$ cat config.mk
export PLATFORM = sky130hd
export DESIGN_NAME = note_sequencer
export DESIGN_NICKNAME = d
export VERILOG_FILES = /design/src/rtl/note_pkg.sv /design/src/rtl/beat_timer.sv /design/src/rtl/note_sequencer.sv
export SDC_FILE = /design/constraint.sdc
export NUM_CORES = 1
export LEC_CHECK = 0
export CAP_MARGIN = 20
export CORE_ASPECT_RATIO = 0.9
export CORE_UTILIZATION = 49
export DETAILED_ROUTE_END_ITERATION = 16
export PLACE_DENSITY = 0.8
export SLEW_MARGIN = 10
export SYNTH_ARGS = -nofsm -noshare
export SYNTH_HDL_FRONTEND = slang
export SYNTH_SLANG_ARGS = --single-unit
export TNS_END_PERCENT = 50
$ cat constraint.sdc
create_clock -name clk -period 5.1 [get_ports clk]
set_clock_uncertainty 0.1 [all_clocks]
set_input_delay 1.02 -clock clk [delete_from_list [all_inputs] [get_ports clk]]
set_output_delay 1.02 -clock clk [all_outputs]
set_load 0.01 [all_outputs]
$ cat src/rtl/note_pkg.sv
// Shared constants and types for the beat-synchronous note record/playback sequencer.
package note_pkg;

    localparam int RAM_DEPTH = 64;
    localparam int ADDR_W    = 6;
    localparam int LEN_W     = 7;
    localparam int NOTE_W    = 32;
    localparam int PERIOD_W  = 32;

    localparam logic [LEN_W-1:0] FULL_LEN = LEN_W'(RAM_DEPTH);

    typedef enum logic [1:0] {
        MODE_IDLE   = 2'd0,
        MODE_RECORD = 2'd1,
        MODE_PLAY   = 2'd2
    } mode_t;

    // S_PLAY_END keeps PLAY mode alive for the final note_valid of a one-shot playback.
    typedef enum logic [1:0] {
        S_IDLE,
        S_RECORD,
        S_PLAY,
        S_PLAY_END
    } seq_state_t;

    localparam logic [PERIOD_W-1:0] TEMPO_PERIOD [8] = '{
        32'd75000000, 32'd50000000, 32'd37500000, 32'd30000000,
        32'd25000000, 32'd21428571, 32'd16666667, 32'd13636364
    };

    // A divided period of zero would stall the timer, so the shortest beat is one cycle.
    function automatic logic [PERIOD_W-1:0] scaled_period(input logic [2:0] idx,
                                                          input int unsigned div);
        logic [PERIOD_W-1:0] p;
        p = TEMPO_PERIOD[idx] / div;
        return (p == '0) ? PERIOD_W'(1) : p;
    endfunction

endpackage

$ cat src/rtl/beat_timer.sv
// Beat timebase: counts down the tempo period while running and pulses beat at zero.
module beat_timer
    import note_pkg::*;
#(
    parameter int unsigned SIM_DIV = 1
) (
    input  logic       clk,
    input  logic       reset,
    input  logic       load,
    input  logic       run,
    input  logic [2:0] tempo,
    output logic       beat
);

    logic [PERIOD_W-1:0] period_lut [8];
    logic [PERIOD_W-1:0] count;

    for (genvar i = 0; i < 8; i++) begin : g_period
        assign period_lut[i] = scaled_period(3'(i), SIM_DIV);
    end

    assign beat = run && (count == '0);

    // Loading zero makes the first beat land on the cycle after a start; tempo is read only at reload.
    always_ff @(posedge clk or posedge reset) begin
        if (reset) begin
            count <= '0;
        end else if (load) begin
            count <= '0;
        end else if (beat) begin
            count <= period_lut[tempo] - PERIOD_W'(1);
        end else if (run) begin
            count <= count - PERIOD_W'(1);
        end
    end

endmodule

$ cat src/rtl/note_sequencer.sv
// Record/playback sequencer for the 64x32 note RAM: owns beat timing, RAM address/write and length.
module note_sequencer
    import note_pkg::*;
#(
    parameter int unsigned SIM_DIV = 1
) (
    input  logic              clk,
    input  logic              reset,
    input  logic              start_record,
    input  logic              start_play,
    input  logic              stop,
    input  logic [2:0]        tempo,
    input  logic              loop_en,
    input  logic [NOTE_W-1:0] note_in,
    input  logic [NOTE_W-1:0] ram_q,
    output logic [ADDR_W-1:0] ram_addr,
    output logic              ram_wren,
    output logic [NOTE_W-1:0] ram_data,
    output logic [NOTE_W-1:0] note_out,
    output logic              note_valid,
    output logic              beat,
    output logic [1:0]        mode,
    output logic [LEN_W-1:0]  rec_len,
    output logic              full,
    output logic              play_done
);

    seq_state_t        state, state_next;
    logic [ADDR_W-1:0] ptr, ptr_next;
    logic [LEN_W-1:0]  len_q, len_next, len_inc;
    logic              full_q, full_next;
    logic              rd_pending, rd_pending_next;
    logic [NOTE_W-1:0] note_q, note_next;
    logic              zero_done, zero_done_next;
    logic              timer_load, timer_run, beat_int, last_ptr;

    assign timer_run = (state == S_RECORD) || (state == S_PLAY);

    beat_timer #(
        .SIM_DIV (SIM_DIV)
    ) u_beat_timer (
        .clk   (clk),
        .reset (reset),
        .load  (timer_load),
        .run   (timer_run),
        .tempo (tempo),
        .beat  (beat_int)
    );

    always_ff @(posedge clk or posedge reset) begin
        if (reset) begin
            state      <= S_IDLE;
            ptr        <= '0;
            len_q      <= '0;
            full_q     <= 1'b0;
            rd_pending <= 1'b0;
            note_q     <= '0;
            zero_done  <= 1'b0;
        end else begin
            state      <= state_next;
            ptr        <= ptr_next;
            len_q      <= len_next;
            full_q     <= full_next;
            rd_pending <= rd_pending_next;
            note_q     <= note_next;
            zero_done  <= zero_done_next;
        end
    end

    // stop outranks both starts and also cancels a beat's write or read in the same cycle.
    always_comb begin
        state_next      = state;
        ptr_next        = ptr;
        len_next        = len_q;
        full_next       = full_q;
        rd_pending_next = 1'b0;
        note_next       = note_q;
        zero_done_next  = 1'b0;
        timer_load      = 1'b0;
        ram_wren        = 1'b0;
        note_valid      = 1'b0;
        play_done       = zero_done;
        len_inc         = len_q + LEN_W'(1);
        last_ptr        = ({1'b0, ptr} == (len_q - LEN_W'(1)));
        mode            = MODE_IDLE;

        if (rd_pending && !stop) begin
            note_valid = 1'b1;
            note_next  = ram_q;
        end

        case (state)
            S_IDLE: begin
                if (!stop && start_record) begin
                    state_next = S_RECORD;
                    ptr_next   = '0;
                    len_next   = '0;
                    full_next  = 1'b0;
                    note_next  = '0;
                    timer_load = 1'b1;
                end else if (!stop && start_play) begin
                    if (len_q == '0) begin
                        zero_done_next = 1'b1;
                    end else begin
                        state_next = S_PLAY;
                        ptr_next   = '0;
                        timer_load = 1'b1;
                    end
                end
            end
            S_RECORD: begin
                mode = MODE_RECORD;
                if (stop) begin
                    state_next = S_IDLE;
                end else if (beat_int) begin
                    ram_wren = 1'b1;
                    ptr_next = ptr + ADDR_W'(1);
                    len_next = len_inc;
                    if (len_inc == FULL_LEN) begin
                        full_next  = 1'b1;
                        state_next = S_IDLE;
                    end
                end
            end
            S_PLAY: begin
                mode = MODE_PLAY;
                if (stop) begin
                    state_next = S_IDLE;
                end else if (beat_int) begin
                    rd_pending_next = 1'b1;
                    if (!last_ptr) begin
                        ptr_next = ptr + ADDR_W'(1);
                    end else if (loop_en) begin
                        ptr_next = '0;
                    end else begin
                        state_next = S_PLAY_END;
                    end
                end
            end
            S_PLAY_END: begin
                mode       = MODE_PLAY;
                state_next = S_IDLE;
                if (!stop) begin
                    play_done = 1'b1;
                end
            end
            default: begin
                state_next = S_IDLE;
            end
        endcase
    end

    assign ram_addr = ptr;
    assign ram_data = ram_wren ? note_in : '0;
    assign note_out = note_valid ? ram_q : note_q;
    assign beat     = beat_int;
    assign rec_len  = len_q;
    assign full     = full_q;

endmodule
==> results.sh, run 1 <==
export IMPL_routed_via_density=5.90
export IMPL_leakage_nw=3.29
export IMPL_powerDensity_nw_per_um2=355
export IMPL_multi_input_area_sq_um=3410
export IMPL_path_common_cell="and2_1"
export IMPL_fmax_mhz=213
export IMPL_postRouteAntennaNets=0
export IMPL_firstDrtPassIters=6
export IMPL_tightestPinTransition_ps=891
export IMPL_end_kind="output pin"
export IMPL_timing_rr_end="u_beat_timer.count[18]"
export IMPL_holdPathEnd="u_beat_timer.count[28]"
export IMPL_ys_flop_type="dfrtp_1"
export IMPL_crit_required_ps=3980
export IMPL_relSlewSlack_pct=40.5
export IMPL_slew_violations=0
export IMPL_gp_congestion=0.935
export IMPL_r2r_cells=16
export IMPL_die_area_sq_um=12000
export IMPL_ir_drop_mv=0.206
export IMPL_worstPathArrival_ps=3580
export IMPL_io_buffers=156
export IMPL_synth_nets=739
export IMPL_worstSkewPairLatency_ps=340
export IMPL_wl_um=17200
export IMPL_antenna_found_initial=0
export IMPL_crit_buf_inv=3
export IMPL_n_antenna_cell=0
export IMPL_grt_pass1_vias=5504
export IMPL_clockRootBuffer="clkbuf_16"
export IMPL_numCtsBuffers=9
export IMPL_hp_class="reg2reg"
export IMPL_row_count=36
export IMPL_ys_seq_elements=82
export IMPL_layout_drive_gt1_share_pct=10.8
export IMPL_fin_tns_setup_ps=0
export IMPL_routedWlPerCell_um=18.1
export IMPL_status="finished clean"
export IMPL_clkSinkCount=82
export IMPL_async_reset_ff_share_pct=100
export IMPL_grt_pass1_wl_um=27900
export IMPL_cts_htree_levels=3
export IMPL_yosysWarnings=0
export IMPL_core_sq_um=11000
export IMPL_ioPinCount=157
export IMPL_cts_tree="done"
export IMPL_r2r_start="state[0]"
export IMPL_dpl_cell_count=933
export IMPL_cpLargestDelayFamily="simple AND/OR/NAND/NOR gates"
export IMPL_worst_path_max_fanout=33
export IMPL_worst_hold_startpoint="u_beat_timer.count[28]"
export IMPL_syn_area_sq_um=5670
export IMPL_post_route_min_period_ps=4700
export IMPL_min_path_cells=3
export IMPL_crit_chain="inv_1 -> ha_1 -> nor4b_1 -> and2_1 -> nand4_1 -> or3_1 -> nor3_2 -> buf_4 -> and2_1 -> clkdlybuf4s50_1"
export IMPL_cap_viol_max_count=0
export IMPL_grt_use_total_pct=29.4
export IMPL_start_util_pct=51.4
export IMPL_max_stage_delay_ps=560
export IMPL_remaining_drc_errors=0
export IMPL_post_cts_resized=0
export IMPL_syn_to_final_growth_pct=35.3
export IMPL_finalCritPeriodShare_pct=92.2
export IMPL_fill_cells=878
export IMPL_crit_type="reg2out"
export IMPL_yosysSeqAreaShare_pct=36.2
export IMPL_grt_max_degree=53
export IMPL_crit_slowest_cell="clkdlybuf4s50_1"
export IMPL_fin_nets=881
export IMPL_rsz0062_at_grt="false"
export IMPL_cts_buffer_depth=2
export IMPL_setup_viol=0
export IMPL_hpwl_um=12700
export IMPL_ys_types=69
export IMPL_syn_area_per_cell_sq_um=8.71
export IMPL_die_width_um=115
export IMPL_synth_edf_count=0
export IMPL_crit_start="state[0]"
export IMPL_cts_hold_buffers=0
export IMPL_syn_inst=651
export IMPL_die_h_um=104
export IMPL_instances_no_fill=950
export IMPL_vias=5603
export IMPL_rrSetupSlack_ps=870
export IMPL_cts_setup_buffers=0
export IMPL_drt_iter0_drc=579
export IMPL_hold_viol=0
export IMPL_cts_reportedPaths_clkPinSlew_ps=60
export IMPL_start_kind="flop"
export IMPL_ff_latch_area_sq_um=2050
export IMPL_grt_overflow=0
-- area by class of cell --
class                           instances  area share (%)
Inverter                               21            1.04
Multi-Input combinational cell        513            44.5
Clock inverter                          3           0.603
Tap cell                              152            2.48
Timing Repair Buffer                  166            21.3
Clock buffer                           13            3.39
Sequential cell                        82            26.7
-- layout by cell type (no fill, tap or decap), types with 5 or more instances in the layout --
cell,instances
nor2_1,68
nor2b_1,34
and2_1,34
nand2_1,52
or3_1,10
nand2b_1,10
nand4_1,9
nand3_1,22
o21ai_0,31
nor4_2,5
clkdlybuf4s50_1,156
nor4_1,6
a31oi_1,6
dfrtp_1,82
inv_1,19
a21oi_1,39
a211oi_1,11
xor2_1,10
mux2i_1,10
nor3_1,25
ha_1,15
xnor2_1,6
mux2_2,34
buf_4,9
clkbuf_16,9
-- stage by stage --
step | area (sq um) | util [%] | hold WS [ps] | setup slack [ps] | total power [mW]
final | 7680 | 69.6 | 437 | 397 | 2.72
after global routing | 7680 | 69.6 | 487 | 181 | 2.87
after CTS | 7670 | 69.5 | 440 | 414 | 2.70
after detailed placement | 7360 | 66.7 | 428 | 403 | 2.02
after global placement | 7360 | 66.7 | 433 | 632 | 1.99
after floorplan | 5670 | - | 393 | 1380 | 1.68
-- cells in the mapped netlist, types with 4 or more instances --
cell / number / share of area (%)
dfrtp_1: 82 / 36
nor2_1: 68 / 4.5
nand2_1: 52 / 3.4
a21oi_1: 39 / 3.4
nor2b_1: 35 / 3.9
and2_1: 34 / 3.7
mux2_2: 34 / 6.7
o21ai_0: 31 / 2.7
clkbuf_1: 30 / 2.0
nor3_1: 27 / 2.4
nand3_1: 22 / 1.9
inv_1: 20 / 1.3
ha_1: 15 / 3.3
a211oi_1: 11 / 1.5
mux2i_1: 10 / 1.8
nand2b_1: 10 / 1.1
or3_1: 10 / 1.1
xor2_1: 10 / 1.5
nand4_1: 9 / 0.99
a31oi_1: 6 / 0.66
nor4_1: 6 / 0.66
xnor2_1: 6 / 0.93
nor4_2: 5 / 1.1
a21o_1: 4 / 0.53
and3_1: 4 / 0.44
nor3b_1: 4 / 0.53
-- how the worst max path moves through the flow --
stage / end / cells past startpoint
final: ram_data[1] / 10
after global routing: ram_data[5] / 10
after CTS: ram_data[11] / 10
after detailed placement: u_beat_timer.count[20] / 13
after global placement: u_beat_timer.count[20] / 13
after floorplan: ram_data[22] / 10
-- worst min-delay path, stage by stage, from the launching register on --
cell and delay [ps]:
dfrtp_1 340, nor2_1 50, nand3_1 70, nand2_1 50
-- per-layer routing --
layer	vias up	track usage, %	wire, um
li1	2609	-	-
met1	2711	38.6	7470
met2	252	49.1	8400
met3	31	5.42	1020
met4	0	8.35	291
met5	-	0	0
-- registers in the layout, summed over array words and instances, names as in the netlist --
signal	count
rec_len	7
rd_pending	1
u_beat_timer.count	32
state	2
zero_done	1
full	1
note_q	32
ram_addr	6
-- power by group --
part | internal (mW) | switching [mW]
Sequential | 0.740 | 0.138
Combinational | 0.439 | 0.731
Clock | 0.408 | 0.267
-- logic make-up (layout without fill, tap and decap cells) --
| family | after synthesis | after routing | share of synthesized area, % |
|---|---|---|---|
| AND/OR/NAND/NOR | 311 | 311 | 31.2 |
| AO/OA/AOI/OAI | 126 | 126 | 14.3 |
| flip-flops | 82 | 82 | 36.2 |
| buffers and inverters | 56 | 203 | 3.88 |
| multiplexers | 45 | 45 | 8.71 |
| XOR/XNOR | 16 | 16 | 2.47 |
| adder cells (fa/ha/maj) | 15 | 15 | 3.31 |
No activity file was read; power rests on OpenSTA's default activity.
==> run 2: changes to the inputs <==
--- a/config.mk
+++ b/config.mk
@@ -7,9 +7,10 @@
 export LEC_CHECK = 0
 export CAP_MARGIN = 20
 export CORE_ASPECT_RATIO = 0.9
-export CORE_UTILIZATION = 49
+export CORE_UTILIZATION = 50
+export CTS_BUF_LIST = sky130_fd_sc_hd__clkbuf_4
 export DETAILED_ROUTE_END_ITERATION = 16
-export PLACE_DENSITY = 0.8
+export PLACE_DENSITY = 0.82
 export SLEW_MARGIN = 10
 export SYNTH_ARGS = -nofsm -noshare
 export SYNTH_HDL_FRONTEND = slang
==> results.sh, run 2 (synthesized netlist as in run 1, its figures left out) <==
export IMPL_fin_nets=882
export IMPL_path_common_cell="and2_1"
export IMPL_remaining_drc_errors=0
export IMPL_instances_no_fill=951
export IMPL_die_h_um=103
export IMPL_end_kind="output pin"
export IMPL_core_sq_um=10900
export IMPL_layout_drive_gt1_share_pct=11.1
export IMPL_routedWlPerCell_um=17.5
export IMPL_tightestPinTransition_ps=857
export IMPL_ioPinCount=157
export IMPL_clockRootBuffer="clkbuf_4"
export IMPL_layout_cells_most_common="clkdlybuf4s50_1"
export IMPL_row_count=36
export IMPL_final_cell_mix="156 x clkdlybuf4s50_1, 82 x dfrtp_1, 68 x nor2_1, 52 x nand2_1, 39 x a21oi_1"
export IMPL_fin_tns_setup_ps=0
export IMPL_hpwl_um=12400
export IMPL_final_area_sq_um=7520
export IMPL_worstSkewPairLatency_ps=470
export IMPL_gp_congestion=0.991
export IMPL_n_antenna_cell=0
export IMPL_cts_hold_buffers=0
export IMPL_crit_chain="inv_1 -> ha_1 -> nor4b_1 -> and2_1 -> nand4_1 -> or3_1 -> nor3_2 -> buf_4 -> and2_1 -> clkdlybuf4s50_1"
export IMPL_fmax_mhz=210
export IMPL_crit_type="reg2out"
export IMPL_wl_um=16700
export IMPL_top_usage_layer="met2"
export IMPL_grt_pass1_vias=5313
export IMPL_grtUsageMet1_pct=36.9
export IMPL_numCtsBuffers=9
export IMPL_relSlewSlack_pct=42.4
export IMPL_cpLargestDelayFamily="simple AND/OR/NAND/NOR gates"
export IMPL_hp_class="reg2reg"
export IMPL_routed_via_density=5.87
export IMPL_clkSinkCount=82
export IMPL_worstPathArrival_ps=3650
export IMPL_worst_path_max_fanout=33
export IMPL_slew_violations=0
export IMPL_start_util_pct=51.8
export IMPL_seq_power_share_pct=36.4
export IMPL_drt_iter0_drc=611
export IMPL_max_stage_delay_ps=550
export IMPL_post_route_min_period_ps=4770
export IMPL_ir_drop_mv=0.163
export IMPL_vias=5586
export IMPL_crit_required_ps=3980
export IMPL_grt_use_total_pct=28.6
export IMPL_post_cts_resized=0
export IMPL_grt_max_degree=56
export IMPL_p_switching_mw=1.12
export IMPL_cap_viol_max_count=0
export IMPL_cts_tree="done"
export IMPL_crit_slowest_cell="clkdlybuf4s50_1"
export IMPL_grt_use_met2_pct=47.6
export IMPL_grt_pass1_wl_um=26400
export IMPL_syn_to_final_growth_pct=32.6
export IMPL_rsz0062_at_grt="false"
export IMPL_power_frac_clock_pct=15.3
export IMPL_powerDensity_nw_per_um2=319
export IMPL_die_width_um=114
export IMPL_internal_power_mw=1.29
export IMPL_setup_viol=0
export IMPL_dpl_cell_count=934
export IMPL_sw_frac_of_total_pct=46.5
export IMPL_postRouteAntennaNets=0
export IMPL_utilization_pct=68.7
export IMPL_combPwrFrac_pct=48.3
export IMPL_antenna_found_initial=0
export IMPL_status="finished clean"
export IMPL_start_kind="flop"
export IMPL_cts_buffer_depth=2
export IMPL_firstDrtPassIters=5
export IMPL_cts_reportedPaths_clkPinSlew_ps=130
export IMPL_fill_cells=894
export IMPL_die_area_sq_um=11800
export IMPL_worst_slack_ps=332
export IMPL_use_met3_pct=5.94
export IMPL_hold_viol=0
export IMPL_grt_overflow=0
export IMPL_io_buffers=156
export IMPL_cts_setup_buffers=0
export IMPL_leakage_nw=3.22
export IMPL_crit_buf_inv=3
export IMPL_placed_cell_area_sq_um=7370
export IMPL_place_ws_ps=445
export IMPL_finalCritPeriodShare_pct=93.5
export IMPL_cts_htree_levels=3
-- run 2: changes by cell type in the layout (fill, tap and decap cells not counted) --
cell / previous run / this run
clkbuf_16: 9 / 0
buf_16: 0 / 1
clkbuf_4: 0 / 9
clkbuf_8: 2 / 0
clkinvlp_4: 1 / 2
bufinv_16: 1 / 0
inv_6: 1 / 3
clkinv_4: 0 / 2
clkbuf_1: 2 / 0
-- run 2: worst paths after layout --
kind                                             start  slack [ps]                      to  cells past startpoint
worst max-delay path                          state[0]         330            ram_data[16]                     10
worst min-delay path            u_beat_timer.count[28]         460  u_beat_timer.count[28]                      3
worst max register to register                state[0]         850  u_beat_timer.count[18]                     16
worst min register to register  u_beat_timer.count[28]         460  u_beat_timer.count[28]                      3
max in group asynchronous                        reset        3320                state[0]                      4
min in group asynchronous                        reset         650              note_q[20]                      2
-- run 2: through the flow --
stage / power (mW) / hold slack [ps]
3_5_place_dp: 2.02 / 435
6_report: 2.40 / 456
2_1_floorplan: 1.68 / 393
4_1_cts: 2.39 / 457
5_1_grt: 2.56 / 489
3_3_place_gp: 1.99 / 433
-- run 2: power by group through the flow --
stage                     clock network [mW]  registers (mW)  logic [mW]
after floorplan                            0           0.851       0.825
after global placement                     0           0.878        1.11
after detailed placement                   0           0.881        1.14
after CTS                              0.378           0.870        1.14
after global routing                   0.401           0.887        1.27
final                                  0.368           0.874        1.16
-- run 2: cell type report --
| type | count | area, sq um | share of cell area (%) |
|---|---|---|---|
| multi-input cells | 513 | 3410 | 45.4 |
| flip-flops and latches | 82 | 2050 | 27.3 |
| repair buffers | 167 | 1660 | 22.1 |
| well taps | 152 | 190 | 2.53 |
| inverters | 21 | 80.1 | 1.06 |
| clock buffers | 9 | 67.6 | 0.898 |
| clock inverters | 7 | 58.8 | 0.782 |
-- run 2: tightest hold or removal path, stage by stage (launching register included) --
cell and delay (ps):
dfrtp_1 370, nor2_1 50, nand3_1 70, nand2_1 50
-- run 2: layer usage --
layer	up-vias	share of wire, %
met5	-	0
met1	2685	42
met2	269	49
met3	36	6.9
li1	2596	-
met4	0	2.6
==> run 3: changes to the inputs <==
--- a/config.mk
+++ b/config.mk
@@ -5,12 +5,13 @@
 export SDC_FILE = /design/constraint.sdc
 export NUM_CORES = 1
 export LEC_CHECK = 0
+export ABC_AREA = 1
 export CAP_MARGIN = 20
 export CORE_ASPECT_RATIO = 0.9
 export CORE_UTILIZATION = 50
 export CTS_BUF_LIST = sky130_fd_sc_hd__clkbuf_4
 export DETAILED_ROUTE_END_ITERATION = 16
-export PLACE_DENSITY = 0.82
+export PLACE_DENSITY = 0.8
 export SLEW_MARGIN = 10
 export SYNTH_ARGS = -nofsm -noshare
 export SYNTH_HDL_FRONTEND = slang
==> results.sh, run 3 <==
export IMPL_grt_pass1_wl_um=29600
export IMPL_row_count=37
export IMPL_postRouteAntennaNets=0
export IMPL_firstDrtPassIters=7
export IMPL_slew_violations=0
export IMPL_post_route_min_period_ps=4550
export IMPL_crit_required_ps=3980
export IMPL_crit_type="reg2out"
export IMPL_grt_overflow=0
export IMPL_vias=6477
export IMPL_synth_nets=1033
export IMPL_cts_reportedPaths_clkPinSlew_ps=160
export IMPL_grt_max_degree=58
export IMPL_crit_buf_inv=4
export IMPL_n_antenna_cell=0
export IMPL_hold_viol=0
export IMPL_rrSetupSlack_ps=1790
export IMPL_ys_seq_elements=82
export IMPL_syn_area_per_cell_sq_um=6.48
export IMPL_die_h_um=107
export IMPL_synth_most_common_cell="nand2_1"
export IMPL_cts_htree_levels=3
export IMPL_rsz0062_at_grt="false"
export IMPL_worstPathArrival_ps=3430
export IMPL_leakage_nw=4.51
export IMPL_final_cell_mix="211 x nand2_1, 171 x nor2_1, 156 x clkdlybuf4s50_1, 155 x inv_1, 82 x dfrtp_1"
export IMPL_clockRootBuffer="clkbuf_4"
export IMPL_worst_hold_startpoint="full"
export IMPL_cts_setup_buffers=0
export IMPL_end_kind="output pin"
export IMPL_worst_slack_ps=546
export IMPL_tightestPinTransition_ps=941
export IMPL_async_reset_ff_share_pct=100
export IMPL_grt_use_total_pct=29.4
export IMPL_crit_start="state[1]"
export IMPL_worstSkewPairLatency_ps=470
export IMPL_yosysSeqAreaShare_pct=33.5
export IMPL_crit_chain="inv_1 -> ha_1 -> inv_1 -> nor2_1 -> nand2_1 -> nor2_1 -> nand4_1 -> nor3_2 -> inv_1 -> nor2_1 -> clkdlybuf4s50_1"
export IMPL_ys_flop_type="dfrtp_1"
export IMPL_grt_pass1_vias=5821
export IMPL_finalCritPeriodShare_pct=89.3
export IMPL_io_buffers=156
export IMPL_antenna_found_initial=0
export IMPL_synthTopCellsByCount="211 x nand2_1, 172 x nor2_1, 156 x inv_1"
export IMPL_worst_path_max_fanout=32
export IMPL_setup_viol=0
export IMPL_place_ws_ps=689
export IMPL_cap_viol_max_count=0
export IMPL_hpwl_um=13600
export IMPL_cpLargestDelayFamily="buffers and inverters"
export IMPL_clkSinkCount=82
export IMPL_yosys_top_cells_area="dfrtp_1 33%, nand2_1 13%, nor2_1 11%, inv_1 9.6%, nand3_1 5.2%"
export IMPL_cts_buffer_depth=2
export IMPL_gp_congestion=1.01
export IMPL_yosys_area_top_type="dfrtp_1"
export IMPL_cts_hold_buffers=0
export IMPL_routedWlPerCell_um=14.5
export IMPL_synth_edf_count=0
export IMPL_powerDensity_nw_per_um2=482
export IMPL_die_width_um=119
export IMPL_start_kind="flop"
export IMPL_syn_to_final_growth_pct=30.6
export IMPL_yosysWarnings=0
export IMPL_routed_via_density=5.16
export IMPL_drt_iter0_drc=659
export IMPL_relSlewSlack_pct=37.2
export IMPL_remaining_drc_errors=0
export IMPL_die_area_sq_um=12700
export IMPL_synth_top_cell_area_share_pct=33.5
export IMPL_syn_area_sq_um=6130
export IMPL_post_cts_resized=0
export IMPL_ioPinCount=157
export IMPL_crit_slowest_cell="clkdlybuf4s50_1"
export IMPL_numCtsBuffers=9
export IMPL_layout_drive_gt1_share_pct=8.83
export IMPL_max_stage_delay_ps=570
export IMPL_layout_cells_most_common="nand2_1"
export IMPL_ys_types=42
export IMPL_syn_inst=945
export IMPL_status="finished clean"
export IMPL_fmax_mhz=220
export IMPL_start_util_pct=52.5
export IMPL_r2r_start="state[1]"
export IMPL_hp_class="reg2reg"
export IMPL_ir_drop_mv=0.305
export IMPL_core_sq_um=11700
export IMPL_fin_tns_setup_ps=0
export IMPL_wl_um=18300
export IMPL_fin_nets=1182
export IMPL_cts_tree="done"
run 3: cell count changes after synthesis, moves of 14 or more:
cell	before	now
clkbuf_1	30	16
nand3_1	22	64
nor3_1	27	8
a21oi_1	39	16
nor2_1	68	172
inv_1	20	156
and2_1	34	0
mux2_2	34	0
o21ai_0	31	56
or2_2	0	32
nand2_1	52	211
nor2b_1	35	0
run 3: power by group:
group,total (mW),switching [mW],internal (mW)
clock,0.471,0.263,0.208
sequential,0.915,0.106,0.809
combinational,2.47,1.64,0.826
run 3: worst paths after layout:
check / endpoint / cells past startpoint
setup / recovery: ram_data[24] / 11
hold / removal: full / 2
setup reg to reg: u_beat_timer.count[17] / 16
hold reg to reg: full / 2
max in group asynchronous: u_beat_timer.count[6] / 4
min in group asynchronous: zero_done / 2
run 3: metal layers:
| layer | up-vias | track usage, % | wire (um) | part of all wire, % |
|---|---|---|---|---|
| met3 | 33 | 4.79 | 1450 | 7.9 |
| met1 | 2923 | 41.5 | 8150 | 45 |
| met5 | - | 0 | 0 | 0 |
| li1 | 3239 | - | - | - |
| met4 | 0 | 8.05 | 360 | 2.0 |
| met2 | 282 | 46.7 | 8290 | 45 |
run 3: kinds of logic (layout without fill, tap and decap cells):
group | Yosys count | in the layout | share of synthesized area [%]
AOI/OAI and AO/OA | 103 | 103 | 9.03
xor gates and xnor gates | 17 | 17 | 2.43
adders and majority gates | 15 | 15 | 3.06
buffers and inverters | 185 | 339 | 11.9
DFF | 82 | 82 | 33.5
and+or+nand+nor | 543 | 543 | 40.1
run 3: per-stage QoR:
stage	power, mW	utilization, %	hold WS [ps]	area, sq um	std cells
final	3.85	68.6	418	8000	1255
after global routing	4.21	68.6	440	8000	1255
after CTS	3.84	68.4	420	7980	1254
after detailed placement	3.35	66.9	386	7810	1238
after global placement	3.32	66.9	377	7810	1238
after floorplan	2.70	-	371	6130	945
run 3: cell type report:
cell class	count	area, sq um
fillers	1013	3670
repair buffers	164	1630
inverters	159	598
well taps	156	195
flip-flops and latches	82	2050
clock buffers	9	67.6
clock inverters	7	104
multi-input cells	678	3350
run 3: worst reg2reg max path: stages (launching register included):
cell and delay (ps):
dfrtp_1 440, inv_1 100, ha_1 300, buf_4 270, nand2_1 90, nor2_1 120
nand2_1 90, nor2_4 290, nand3_4 250, o21ai_2 230, nand2_1 130, nor2_1 250
nand2_2 140, nor2_8 170, nand3_1 90, nand3_1 90, nand2_1 50
